<file path="src/rtl/uart_rx.sv">
// UART receiver, 8N1, LSB first. Two-flop synchroniser, falling-edge start
// detect and a per-frame baud counter that samples each bit at mid-bit.
module uart_rx #(
  parameter int unsigned CLK_HZ       = 200_000_000,
  parameter int unsigned BAUD         = 9600,
  parameter int unsigned BAUD_DIVISOR = CLK_HZ / BAUD
) (
  input  logic       clk,
  input  logic       rst,
  input  logic       rxd,
  output logic [7:0] rx_data,
  output logic       rx_done,
  output logic       rx_frame_err,
  output logic       rx_busy
);

  localparam int unsigned CNT_W = 16;
  localparam logic [CNT_W-1:0] RELOAD = CNT_W'(BAUD_DIVISOR - 1);
  localparam logic [CNT_W-1:0] HALF   = CNT_W'(BAUD_DIVISOR / 2 - 1);

  typedef enum logic [1:0] {IDLE, START, DATA, STOP} state_t;

  state_t           state;
  logic             rxd_m;
  logic             rxd_s;
  logic             rxd_q;
  logic [CNT_W-1:0] cntr;
  logic [2:0]       bit_idx;
  logic [7:0]       shreg;
  logic             start_edge;
  logic             tick;

  // Only a high-to-low transition starts a frame; a line held low never retriggers.
  assign start_edge = rxd_q & ~rxd_s;
  assign tick       = (cntr == '0) && (state != IDLE);

  always_ff @(posedge clk or posedge rst) begin
    if (rst) begin
      rxd_m <= 1'b1;
      rxd_s <= 1'b1;
      rxd_q <= 1'b1;
    end else begin
      rxd_m <= rxd;
      rxd_s <= rxd_m;
      rxd_q <= rxd_s;
    end
  end

  always_ff @(posedge clk or posedge rst) begin
    if (rst) begin
      state        <= IDLE;
      cntr         <= '0;
      bit_idx      <= '0;
      shreg        <= '0;
      rx_data      <= '0;
      rx_done      <= 1'b0;
      rx_frame_err <= 1'b0;
      rx_busy      <= 1'b0;
    end else begin
      rx_done      <= 1'b0;
      rx_frame_err <= 1'b0;
      if (state != IDLE) begin
        cntr <= tick ? RELOAD : cntr - CNT_W'(1);
      end
      case (state)
        IDLE: begin
          if (start_edge) begin
            state   <= START;
            cntr    <= HALF;
            rx_busy <= 1'b1;
          end
        end
        START: begin
          if (tick) begin
            if (!rxd_s) begin
              state   <= DATA;
              bit_idx <= '0;
            end else begin
              state   <= IDLE;
              rx_busy <= 1'b0;
            end
          end
        end
        DATA: begin
          if (tick) begin
            shreg   <= {rxd_s, shreg[7:1]};
            bit_idx <= bit_idx + 3'd1;
            if (bit_idx == 3'd7) begin
              state <= STOP;
            end
          end
        end
        STOP: begin
          // Return to IDLE at mid-stop-bit so a back-to-back start edge is caught.
          if (tick) begin
            state   <= IDLE;
            rx_busy <= 1'b0;
            if (rxd_s) begin
              rx_data <= shreg;
              rx_done <= 1'b1;
            end else begin
              rx_frame_err <= 1'b1;
            end
          end
        end
        default: begin
          state   <= IDLE;
          rx_busy <= 1'b0;
        end
      endcase
    end
  end

endmodule

</file>
<file path="config.mk">
export PLATFORM = sky130hd
export DESIGN_NAME = uart_rx
export DESIGN_NICKNAME = d
export VERILOG_FILES = /design/src/rtl/uart_rx.sv
export SDC_FILE = /design/constraint.sdc
export NUM_CORES = 1
export LEC_CHECK = 0
export ABC_AREA = 1
export BUFFER_PORTS_ARGS = -buffer_cell sky130_fd_sc_hd__buf_4
export CORE_ASPECT_RATIO = 2
export CORE_MARGIN = 8
export CORE_UTILIZATION = 60
export DETAILED_ROUTE_END_ITERATION = 10
export HOLD_SLACK_MARGIN = 0.05
export PLACE_DENSITY = 0.88
export SLEW_MARGIN = 20
export SYNTH_ARGS = -nofsm -noshare
export SYNTH_HDL_FRONTEND = slang
export SYNTH_SLANG_ARGS = --single-unit
</file>
<file path="constraint.sdc">
create_clock -name clk -period 2.7 [get_ports clk]
set_clock_uncertainty 0.15 [all_clocks]
set_input_delay 0.405 -clock clk [delete_from_list [all_inputs] [get_ports clk]]
set_output_delay 0.405 -clock clk [all_outputs]
set_load 0.02 [all_outputs]
</file>
* Word-level counts from Yosys, hierarchy flattened
Index checks and enable logic that the tools add are counted.
** Operators by class
- Equality and inequality tests :: 11
- Add/sub/neg operators :: 2
- Multiplexer cells :: 26
- Multiply operators :: 0
- $lt $le $gt $ge :: 0
- Shift operators :: 0
- Div/mod/pow operators :: 0
- Reductions and logical operators :: 11
- Bitwise operators :: 2
** Operators with widths (count)
- $mux W16 :: 4
- $logic_not A16 Y1 :: 1
- $sub A16 B1 Y16 const B :: 1
- $ne A2 B2 Y1 const B :: 7
- $mux W2 :: 6
- $mux W1 :: 10
- $reduce_and A5 Y1 :: 2
- $mux W3 :: 3
- $pmux W2 S4 :: 1
- $pmux W3 S2 :: 1
- $eq A2 B2 Y1 const B :: 2
- $reduce_and A4 Y1 :: 1
- $reduce_bool A2 Y1 :: 2
- $add A3 B1 Y3 const B :: 1
- $eq A3 B3 Y1 const B :: 1
- $pmux W1 S3 :: 1
- $reduce_and A3 Y1 :: 1
- $reduce_bool A3 Y1 :: 1
- $eq A2 B1 Y1 const B :: 1
- $logic_not A2 Y1 :: 1
- $reduce_and A2 Y1 :: 1
- $and A1 B1 Y1 :: 1
- $logic_and A1 B1 Y1 :: 1
- $not A1 Y1 :: 1
** Storage, ports and cells
- Flip-flop bits (word level) :: 43
- Bits in writable memories :: 0
- Bits in read-only memories :: 0
- Output and inout bits :: 11
- Input port bits :: 3
- Bits in latches :: 0
- Memories :: 0

* Longest topological paths before layout
Gate-level depths: netlist (run 1).
- Depth after elaboration :: 6
- Gate-level depth with buffers :: 12
- Depth with buffers taken out :: 11

* Worst setup path before layout (run 1)
OpenSTA, ideal clock, no wires.
- Kind :: register -> register
- Start point :: register cntr[0]
- End point :: register shreg[7]
- Period minus slack after synthesis :: 1737 ps
- Setup time :: 115 ps
- Required time :: 2435 ps
- Slack :: 963 ps
- Arrival :: 1472 ps
- Buffers on the path :: 1
- Cell stages (with the launch flop) :: 13
- Cells stage by stage :: dfrtp_1 > inv_1 > ha_1 > inv_1 > nor2_1 > nand2_2 > nor2_8 > nand2_4 > nor2_8 > buf_6 > nand2_2 > o21ai_2 > inv_2
** On the way
- Cells in the longest elaborated chain, start to end :: 3
** RTL lines
- start, declared :: RTL line 27 : logic [CNT_W-1:0] cntr;
- start signal, assigned :: RTL line 63 : cntr <= tick ? RELOAD : cntr - CNT_W'(1);
- $logic_not A16 Y1 :: RTL line 35 : assign tick = (cntr == '0) && (state != IDLE);
- $logic_and A1 B1 Y1 :: RTL line 35
- $reduce_and A2 Y1 (no line)
- end signal, assigned :: RTL line 86 : shreg <= {rxd_s, shreg[7:1]};
- end, declared :: RTL line 29 : logic [7:0] shreg;
No other way between the ends.
A chain may end at the register's enable or synchronous reset.

* Worst setup path in the final report (run 1)
- Start point :: register cntr[0]
- End point :: register shreg[2]
The elaborated chain is that of the path after synthesis.

==> results of run 1 <==
==> cells in the mapped netlist <==
cell type                  number
sky130_fd_sc_hd__nand2_1       73
sky130_fd_sc_hd__o211ai_1       2
sky130_fd_sc_hd__a21oi_1        5
sky130_fd_sc_hd__inv_2          4
sky130_fd_sc_hd__nor2_8         3
sky130_fd_sc_hd__o21ai_0       21
sky130_fd_sc_hd__nor2_4         4
sky130_fd_sc_hd__o21ai_2        2
sky130_fd_sc_hd__or2_2          1
sky130_fd_sc_hd__inv_1         56
sky130_fd_sc_hd__buf_6          2
sky130_fd_sc_hd__nand3_1       18
sky130_fd_sc_hd__ha_1           4
sky130_fd_sc_hd__nand2_4        1
sky130_fd_sc_hd__dfstp_2        3
sky130_fd_sc_hd__nand3_2        1
sky130_fd_sc_hd__nor2_2         4
sky130_fd_sc_hd__nor2_1        35
sky130_fd_sc_hd__nand4_1        5
sky130_fd_sc_hd__xor2_1         3
sky130_fd_sc_hd__o21bai_1       1
sky130_fd_sc_hd__nor3_1         3
sky130_fd_sc_hd__nand2_2        6
sky130_fd_sc_hd__dfrtp_1       40
==> routing by layer <==
metal / routed length (um) / share of wire / GRT usage / vias to the layer above
li1: - / - / - / 946
met1: 1950 / 0.43 / 0.198 / 872
met2: 2340 / 0.52 / 0.265 / 36
met3: 188 / 0.041 / 0.0409 / 5
met4: 61 / 0.013 / 0.0637 / 0
met5: 0 / 0 / 0 / -
==> kinds of logic after synthesis <==
group,share of synthesized area
adders and majority gates,0.0217
buffers and inverters,0.107
DFF,0.467
and+or+nand+nor,0.319
xor gates and xnor gates,0.0114
AOI/OAI and AO/OA,0.0736
==> cells in the final DEF (no fill, tap or decap), types with 2 or more instances in the layout <==
cell                       instances
sky130_fd_sc_hd__nor2_2            4
sky130_fd_sc_hd__ha_1              4
sky130_fd_sc_hd__nand4_1           5
sky130_fd_sc_hd__nor2_1           35
sky130_fd_sc_hd__clkbuf_8          5
sky130_fd_sc_hd__o21ai_2           2
sky130_fd_sc_hd__buf_4            14
sky130_fd_sc_hd__dfrtp_1          40
sky130_fd_sc_hd__nand2_2           6
sky130_fd_sc_hd__a21oi_1           5
sky130_fd_sc_hd__xor2_1            3
sky130_fd_sc_hd__inv_2             4
sky130_fd_sc_hd__o211ai_1          2
sky130_fd_sc_hd__nor3_1            3
sky130_fd_sc_hd__nor2_4            4
sky130_fd_sc_hd__dfstp_2           3
sky130_fd_sc_hd__o21ai_0          21
sky130_fd_sc_hd__inv_1            56
sky130_fd_sc_hd__nor2_8            3
sky130_fd_sc_hd__nand2_1          73
sky130_fd_sc_hd__nand3_1          18
==> through the flow <==
stage                     instance area, um2  total power, W  setup slack, ns  std cells   util
after floorplan                         2310         0.00134            0.963        297      -
after global placement                  2460         0.00146            0.870        360  0.653
after detailed placement                2460         0.00150            0.787        360  0.653
after CTS                               2570         0.00200            0.779        368  0.683
after global routing                    2580         0.00213            0.526        369  0.686
final                                   2580         0.00200            0.770        369  0.686
==> report_power, final <==
group,total (W),leakage (nW),switching (W),internal (W)
Clock,0.000498,0.0581,0.000222,0.000275
Sequential,0.000877,0.557,0.000128,0.000750
Combinational,0.000624,0.882,0.000416,0.000208
Total,0.00200,1.50,0.000766,0.00123
==> final timing paths <==
check,end,startpoint,cells after the start,slack (ns)
max,shreg[2],cntr[0],11,0.77
min,asynchronous set/reset pin,rst,3,0.08
max reg2reg,shreg[2],cntr[0],11,0.77
min reg2reg,rxd_s,rxd_m,0,0.21
max in group asynchronous,rxd_s,rst,3,1.93
min in group clk,rxd_s,rxd_m,0,0.21
==> worst register-to-register path: cells and delay by family (launching register included) <==
| kind | cells | cell delay, ns |
|---|---|---|
| AOI/OAI and AO/OA | 1 | 0.11 |
| adders and majority gates | 1 | 0.19 |
| buffers and inverters | 3 | 0.25 |
| DFF | 1 | 0.39 |
| and+or+nand+nor | 6 | 0.73 |
==> state kept, by name (all words and copies together) (netlist names), named ones only <==
name,count
state,1
rx_frame_err,1
rx_data,8
rx_done,1
rxd_m,1
rxd_q,1
shreg,8
rx_busy,1
rxd_s,1
cntr,16
bit_idx,3
==> area by class of cell <==
class / count / area, um2 / area share
flip-flops and latches: 43 / 1080 / 0.419
multi-input cells: 192 / 983 / 0.381
inverters: 60 / 225 / 0.0873
repair buffers: 15 / 115 / 0.0446
clock buffers: 5 / 68.8 / 0.0267
well taps: 51 / 63.8 / 0.0247
clock inverters: 3 / 43.8 / 0.0170
==> summary.md, run 1 <==
| Metric | Value |
|---|---|
| Result of the run | `finished clean` |
| Worst Setup Start Kind | `flop` |
| Maximum number of pins on one net before global-route repair | `44` |
| Number of levels in the clock H-tree | `2` |
| Placer congestion estimate | `between 0.8 and 0.9` |
| Number of buffers inserted by post-CTS setup repair | `0` |
| Setup violations, final | `0` |
| Clock tree from TritonCTS | `done` |
| Overall global routing resource usage | `0.164` |
| Global-route congestion overflow total | `0` |
| Post-detailed-placement half-perimeter wirelength | `approximately 3500 um` |
| Minimum clock period | `1.93 ns` |
| Number of cells upsized or downsized after cts | `0` |
| Total count of hold-check failures in the final report | `0` |
| Cts bufs inserted | `5` |
| Residual DRC count | `0` |
| Worst path bufs/invs | `3` |
| Crit-path max FO | `17` |
| Initial cell density of the core | `0.614` |
| Fin Hold WS | `0.0836 ns` |
| Post-DRT Antenna Nets | `0` |
| Nets@finish | `324` |
| Routed wire per std cell | `12.3 um` |
| Cell with the most instances on the worst path | `sky130_fd_sc_hd__inv_1` |
| Max IR drop VDD | `around 0.8 mV` |
| Number of distinct standard cells referenced by the synthesized netlist | `24` |
| Root Buffer Master | `sky130_fd_sc_hd__clkbuf_8` |
| Number of antenna violations at the first check in global routing | `0` |
| Skew-Pair Late Insertion Delay | `0.30 ns` |
| Worst path slowest cell | `sky130_fd_sc_hd__dfrtp_1` |
| Data arrival time at the worst-slack endpoint | `1.96 ns` |
| Largest delay share family, worst path | `simple AND/OR/NAND/NOR gates` |
| Slew margin rel. | `0.653` |
| Cell accounting for the most synthesized area | `sky130_fd_sc_hd__dfrtp_1` |
| Total Die Area | `0.00621 mm2` |
| Clock-pin slew of the registers on the worst-case setup and hold paths | `~0.09 ns` |
| PortBufs | `13` |
| Cell Chain, Critical Path | `inv_1 -> ha_1 -> inv_1 -> nor2_1 -> nand2_2 -> nor2_8 -> nand2_4 -> nor2_8 -> nand2_1 -> o21ai_0 -> inv_1` |
| Router iterations before antenna repair | `4` |
| Die H | `104 um` |
| Ratio of cells with drive above 1 in the final layout | `0.160` |
| Final total negative setup slack | `0 ns` |
| Worst EP required | `2.73 ns` |
| Main area contributors after synthesis | `sky130_fd_sc_hd__dfrtp_1 (43%), sky130_fd_sc_hd__nand2_1 (12%), sky130_fd_sc_hd__inv_1 (9.1%)` |
| Hold Path Class | `input port to asynchronous set/reset pin` |
| Vias after detailed routing | `1,859` |
| Critical setup path kind | `flop to flop` |
| Via count of the first global-routing pass | `around 1,900` |
| Final slew viol count | `0` |
| Total power per unit cell area | `775 mW/mm2` |
| Syn Nets | `just over 300` |
| Wirelength, routed | `4540 um` |
| Combined area of all synthesized cells | `0.00231 mm2` |
| Post-cts hold buffer count | `0` |
| Area added between synthesis and finish | `11.6%` |
| Share of synthesized area occupied by flip-flops and latches | `0.467` |
| Critical Path End Type | `flop` |
| First-pass GRT wire length | `roughly 8000 um` |
| Transition at the pin with the smallest max-transition slack | `0.521 ns` |
| Iter 0 DRT Violations | `95` |
| Site Rows | `32` |
| Mean instance size in the synthesized netlist | `7.78 um2` |
| Maximum clock frequency | `about 520 MHz` |
| Diode insertion count for antenna repair | `0` |
| CTS sink count | `43` |
| Synth Register Bits | `43` |
| Max-cap violation count | `0` |
| Ys Warns | `0` |
| Clock Path Buffers | `2` |
| Synth Instances | `297` |
| Top-level port count | `14` |
| Core region area | `0.00376 mm2` |
| Maximum single-stage delay on the critical path | `0.39 ns` |
| Synth top area share | `0.433` |
| Leakage Power | `1.50 nW` |
| Setup repair after global routing missed its margin | `false` |
| Final worst path period share | `0.715` |
| Die Span X | `59.9 um` |
| Mean number of vias per cell | `5.04` |
| Fillers | `319` |
Note: power is estimated with default switching activity, not from simulation.
==> run 2, diff against run 1 <==
--- a/config.mk
+++ b/config.mk
@@ -5,14 +5,14 @@
 export SDC_FILE = /design/constraint.sdc
 export NUM_CORES = 1
 export LEC_CHECK = 0
-export ABC_AREA = 1
+export ABC_AREA = 0
 export BUFFER_PORTS_ARGS = -buffer_cell sky130_fd_sc_hd__buf_4
 export CORE_ASPECT_RATIO = 2
 export CORE_MARGIN = 8
-export CORE_UTILIZATION = 60
+export CORE_UTILIZATION = 53
 export DETAILED_ROUTE_END_ITERATION = 10
 export HOLD_SLACK_MARGIN = 0.05
-export PLACE_DENSITY = 0.88
+export PLACE_DENSITY = 0.83
 export SLEW_MARGIN = 20
 export SYNTH_ARGS = -nofsm -noshare
 export SYNTH_HDL_FRONTEND = slang
==> constraint.sdc (replaced) <==
create_clock -name clk -period 1.6 [get_ports clk]
set_clock_uncertainty 0.15 [all_clocks]
set_input_delay 0.24 -clock clk [delete_from_list [all_inputs] [get_ports clk]]
set_output_delay 0.24 -clock clk [all_outputs]
set_load 0.02 [all_outputs]
==> run 2 against run 1 <==
The run now ends with negative setup slack left. Sequential power increased by 57%. Sequential share of layout area decreased by 4.4 points. Largest power group is now combinational cells. Via count is 13% lower. Total power rose by 85%. Critical path depth fell by 5. Die area is 3.6% lower.
==> summary.md, run 2 <==
| Metric | Value |
|---|---|
| Result of the run | `complete, but fails checks` |
| Failing checks | `negative setup slack` |
| Area added between synthesis and finish | `47.9%` |
| Share of synthesized area occupied by flip-flops and latches | `0.554 (+0.0870)` |
| Pre-CTS setup slack | `-1.19 ns (-1.98 ns)` |
| Maximum number of pins on one net before global-route repair | `44 (unchanged)` |
| Skew-Pair Late Insertion Delay | `0.30 ns (about the same)` |
| Crit-path max FO | `8 (-9)` |
| Vias after detailed routing | `1,624 (-13%)` |
| Max-cap violation count | `0 (unchanged)` |
| Post-DRT Antenna Nets | `0 (unchanged)` |
| Overall global routing resource usage | `0.182 (+0.0177)` |
| Top-level port count | `14 (unchanged)` |
| Core region area | `0.00357 mm2 (-5.2%)` |
| Area share of xor/xnor cells in the synthesized design | `0.0629 (+0.0516)` |
| Synth Instances | `170 (-43%)` |
| Number of antenna violations at the first check in global routing | `0 (unchanged)` |
| Post-route core utilization | `0.808 (+0.122)` |
| Ratio of cells with drive above 1 in the final layout | `0.531 (+0.371)` |
| Placer congestion estimate | `0.827 (-6.3%)` |
| Most frequent standard cell in the layout excluding fill and tap cells | `sky130_fd_sc_hd__buf_4` |
| Data arrival time at the worst-slack endpoint | `2.83 ns (+0.87 ns)` |
| Minimum clock period | `2.79 ns (+0.859 ns)` |
| Total Die Area | `0.00599 mm2 (-3.6%)` |
| Root Buffer Master | `sky130_fd_sc_hd__clkbuf_8` |
| Transition at the pin with the smallest max-transition slack | `0.381 ns (-0.139 ns)` |
| Clock tree from TritonCTS | `done` |
| Dominant combinational cell family by area after synthesis | `simple AND/OR/NAND/NOR gates` |
| Number of levels in the clock H-tree | `2 (unchanged)` |
| Setup violations, final | `40 (+40)` |
| Final slew viol count | `0 (unchanged)` |
| Share of the synthesized area in compound gates (AO/OA/AOI/OAI) | `0.0507 (-0.0229)` |
| Simple-gate area share of the yosys netlist | `0.177 (-0.142)` |
| Initial cell density of the core | `0.546 (-0.0681)` |
| Die Span X | `58.9 um (-1.7%)` |
| Iter 0 DRT Violations | `35 (-63%)` |
| Share of synthesized area spent on multiplexers | `0.114 (+0.114)` |
| Die H | `102 um (-2.0%)` |
| Site Rows | `31 (-3.1%)` |
| Post-detailed-placement half-perimeter wirelength | `3190 um (-8.5%)` |
| Most common cell in the synthesized netlist | `sky130_fd_sc_hd__dfrtp_1` |
| Largest registers | `cntr (16), rx_data (8), shreg (8)` |
| Mean number of vias per cell | `5.64 (+12%)` |
| Final WS setup | `-1.19 ns (-1.96 ns)` |
| Finished Layout Cells | `288 (-22%)` |
| Most common library cells after synthesis | `sky130_fd_sc_hd__dfrtp_1 (40), sky130_fd_sc_hd__mux2_2 (17), sky130_fd_sc_hd__nor2_1 (15), sky130_fd_sc_hd__xnor2_1 (12)` |
| Wirelength, routed | `5190 um (+14%)` |
| Max reg flops | `16 (unchanged)` |
| Global-route congestion overflow total | `0 (unchanged)` |
| CTS sink count | `43 (unchanged)` |
| Commonest cells after routing, fill and taps aside | `sky130_fd_sc_hd__buf_4 (53), sky130_fd_sc_hd__dfrtp_1 (40), sky130_fd_sc_hd__nor2_1 (11)` |
| Total power per unit cell area | `1290 mW/mm2 (+66%)` |
| Leakage Power | `1.34 nW (-11%)` |
| Hold Path Class | `flop to flop` |
| Syn Nets | `177 (-42%)` |
| Mean instance size in the synthesized netlist | `11.5 um2 (+47%)` |
| Cts bufs inserted | `5 (unchanged)` |
| Combined area of all synthesized cells | `0.00195 mm2 (-16%)` |
| Clock Path Buffers | `2 (unchanged)` |
| Ys Warns | `0 (unchanged)` |
| Total count of hold-check failures in the final report | `0 (unchanged)` |
| Cell accounting for the most synthesized area | `sky130_fd_sc_hd__dfrtp_1` |
| Fillers | `203 (-36%)` |
| Post-synth ARST share | `1.00 (unchanged)` |
| Synth Area in Adders | `0.0257 (+0.00403)` |
| Slew margin rel. | `0.743 (+0.0905)` |
| Critical setup path kind | `flop to flop` |
| Number of distinct standard cells referenced by the synthesized netlist | `30 (+25%)` |
| Residual DRC count | `0 (unchanged)` |
| Via count of the first global-routing pass | `1,752 (-6.0%)` |
| Critical Path End Type | `flop` |
| Diode insertion count for antenna repair | `0 (unchanged)` |
| Count of flip-flops with a built-in enable after synthesis | `0 (unchanged)` |
| Setup repair after global routing missed its margin | `true` |
| Final total negative setup slack | `-33.39 ns (-33.39 ns)` |
| Largest Register | `cntr` |
| Maximum clock frequency | `359 MHz (-31%)` |
| Synth top area share | `0.514 (+0.0807)` |
| Worst Setup Start Kind | `flop` |
| Fin Hold WS | `0.211 ns (+0.127 ns)` |
| Routed wire per std cell | `18.0 um (+47%)` |
| Synth Register Bits | `43 (unchanged)` |
| Final worst path period share | `1.74 (+1.03)` |
| Top_reg_cell synth | `sky130_fd_sc_hd__dfrtp_1` |
| Main area contributors after synthesis | `sky130_fd_sc_hd__dfrtp_1 (51%), sky130_fd_sc_hd__mux2_2 (9.8%), sky130_fd_sc_hd__xnor2_1 (5.4%)` |
| Clock-pin slew of the registers on the worst-case setup and hold paths | `0.09 ns (about the same)` |
| First-pass GRT wire length | `8320 um (+3.0%)` |
| PortBufs | `13 (unchanged)` |
| Router iterations before antenna repair | `4 (unchanged)` |
| Max IR drop VDD | `0.964 mV (+23%)` |
| Nets@finish | `245 (-24%)` |
| Worst EP required | `1.64 ns (-1.09 ns)` |
| Total placed cells including tap cells | `268 (-26%)` |
==> run 2: cell type report <==
| type | count | area [um2] | share of cell area |
|---|---|---|---|
| Tap cell | 49 | 61.3 | 0.0213 |
| Inverter | 4 | 15.0 | 0.00521 |
| Timing Repair Buffer | 65 | 557 | 0.193 |
| Clock buffer | 5 | 68.8 | 0.0239 |
| Sequential cell | 43 | 1080 | 0.375 |
| Clock inverter | 3 | 47.5 | 0.0165 |
| Multi-Input combinational cell | 119 | 1050 | 0.365 |
==> run 2: power by group <==
group | switching (W) | internal [W]
Sequential | 0.000107 | 0.00128
Clock | 0.000399 | 0.000473
Combinational | 0.000702 | 0.000745
Total | 0.00121 | 0.00249
==> run 2: metal layers <==
layer  vias up  wire, um  global-route usage
li1        736         -                   -
met1       798      1820               0.183
met2        56      2900               0.330
met3        34       168              0.0331
met4         0       303               0.104
met5         -         0                   0
==> run 2: logic make-up (layout without fill, tap and decap cells) <==
group	Yosys count	count (layout)
DFF	43	43
AOI/OAI and AO/OA	18	18
and+or+nand+nor	63	63
muxes	20	20
xor gates and xnor gates	14	14
adders and majority gates	4	4
buffers and inverters	8	77
==> run 2: repair_timing <==
action,4_1_cts,5_1_grt
resized for setup,31,19
hold endpoints to repair,41,0
setup endpoints to repair,40,40
pin swaps,7,12
setup buffers,4,6
hold buffers,2,0
==> run 2: per-stage QoR <==
step / power (W) / cell area, um2
after floorplan: 0.00189 / 1980
after global placement: 0.00239 / 2460
after detailed placement: 0.00245 / 2460
after CTS: 0.00352 / 2750
after global routing: 0.00388 / 2880
final: 0.00370 / 2880
==> run 2: worst max-delay path, cell delays in order (launching register included) <==
cell,delay (ns)
sky130_fd_sc_hd__dfrtp_1,0.40
sky130_fd_sc_hd__or4_4,0.54
sky130_fd_sc_hd__or4_4,0.44
sky130_fd_sc_hd__or4_4,0.47
sky130_fd_sc_hd__nor3b_4,0.23
sky130_fd_sc_hd__buf_12,0.16
sky130_fd_sc_hd__mux2_4,0.30
==> run 2: worst paths after layout <==
check	start	end	slack (ns)	cells after the start
setup / recovery	cntr[7]	shreg[1]	-1.19	6
hold / removal	rxd_m	rxd_s	0.21	0
setup reg to reg	cntr[7]	shreg[1]	-1.19	6
hold reg to reg	rxd_m	rxd_s	0.21	0
max in group asynchronous	rst	rxd_s	0.63	4
min in group asynchronous	rst	rx_data[4]	0.40	4
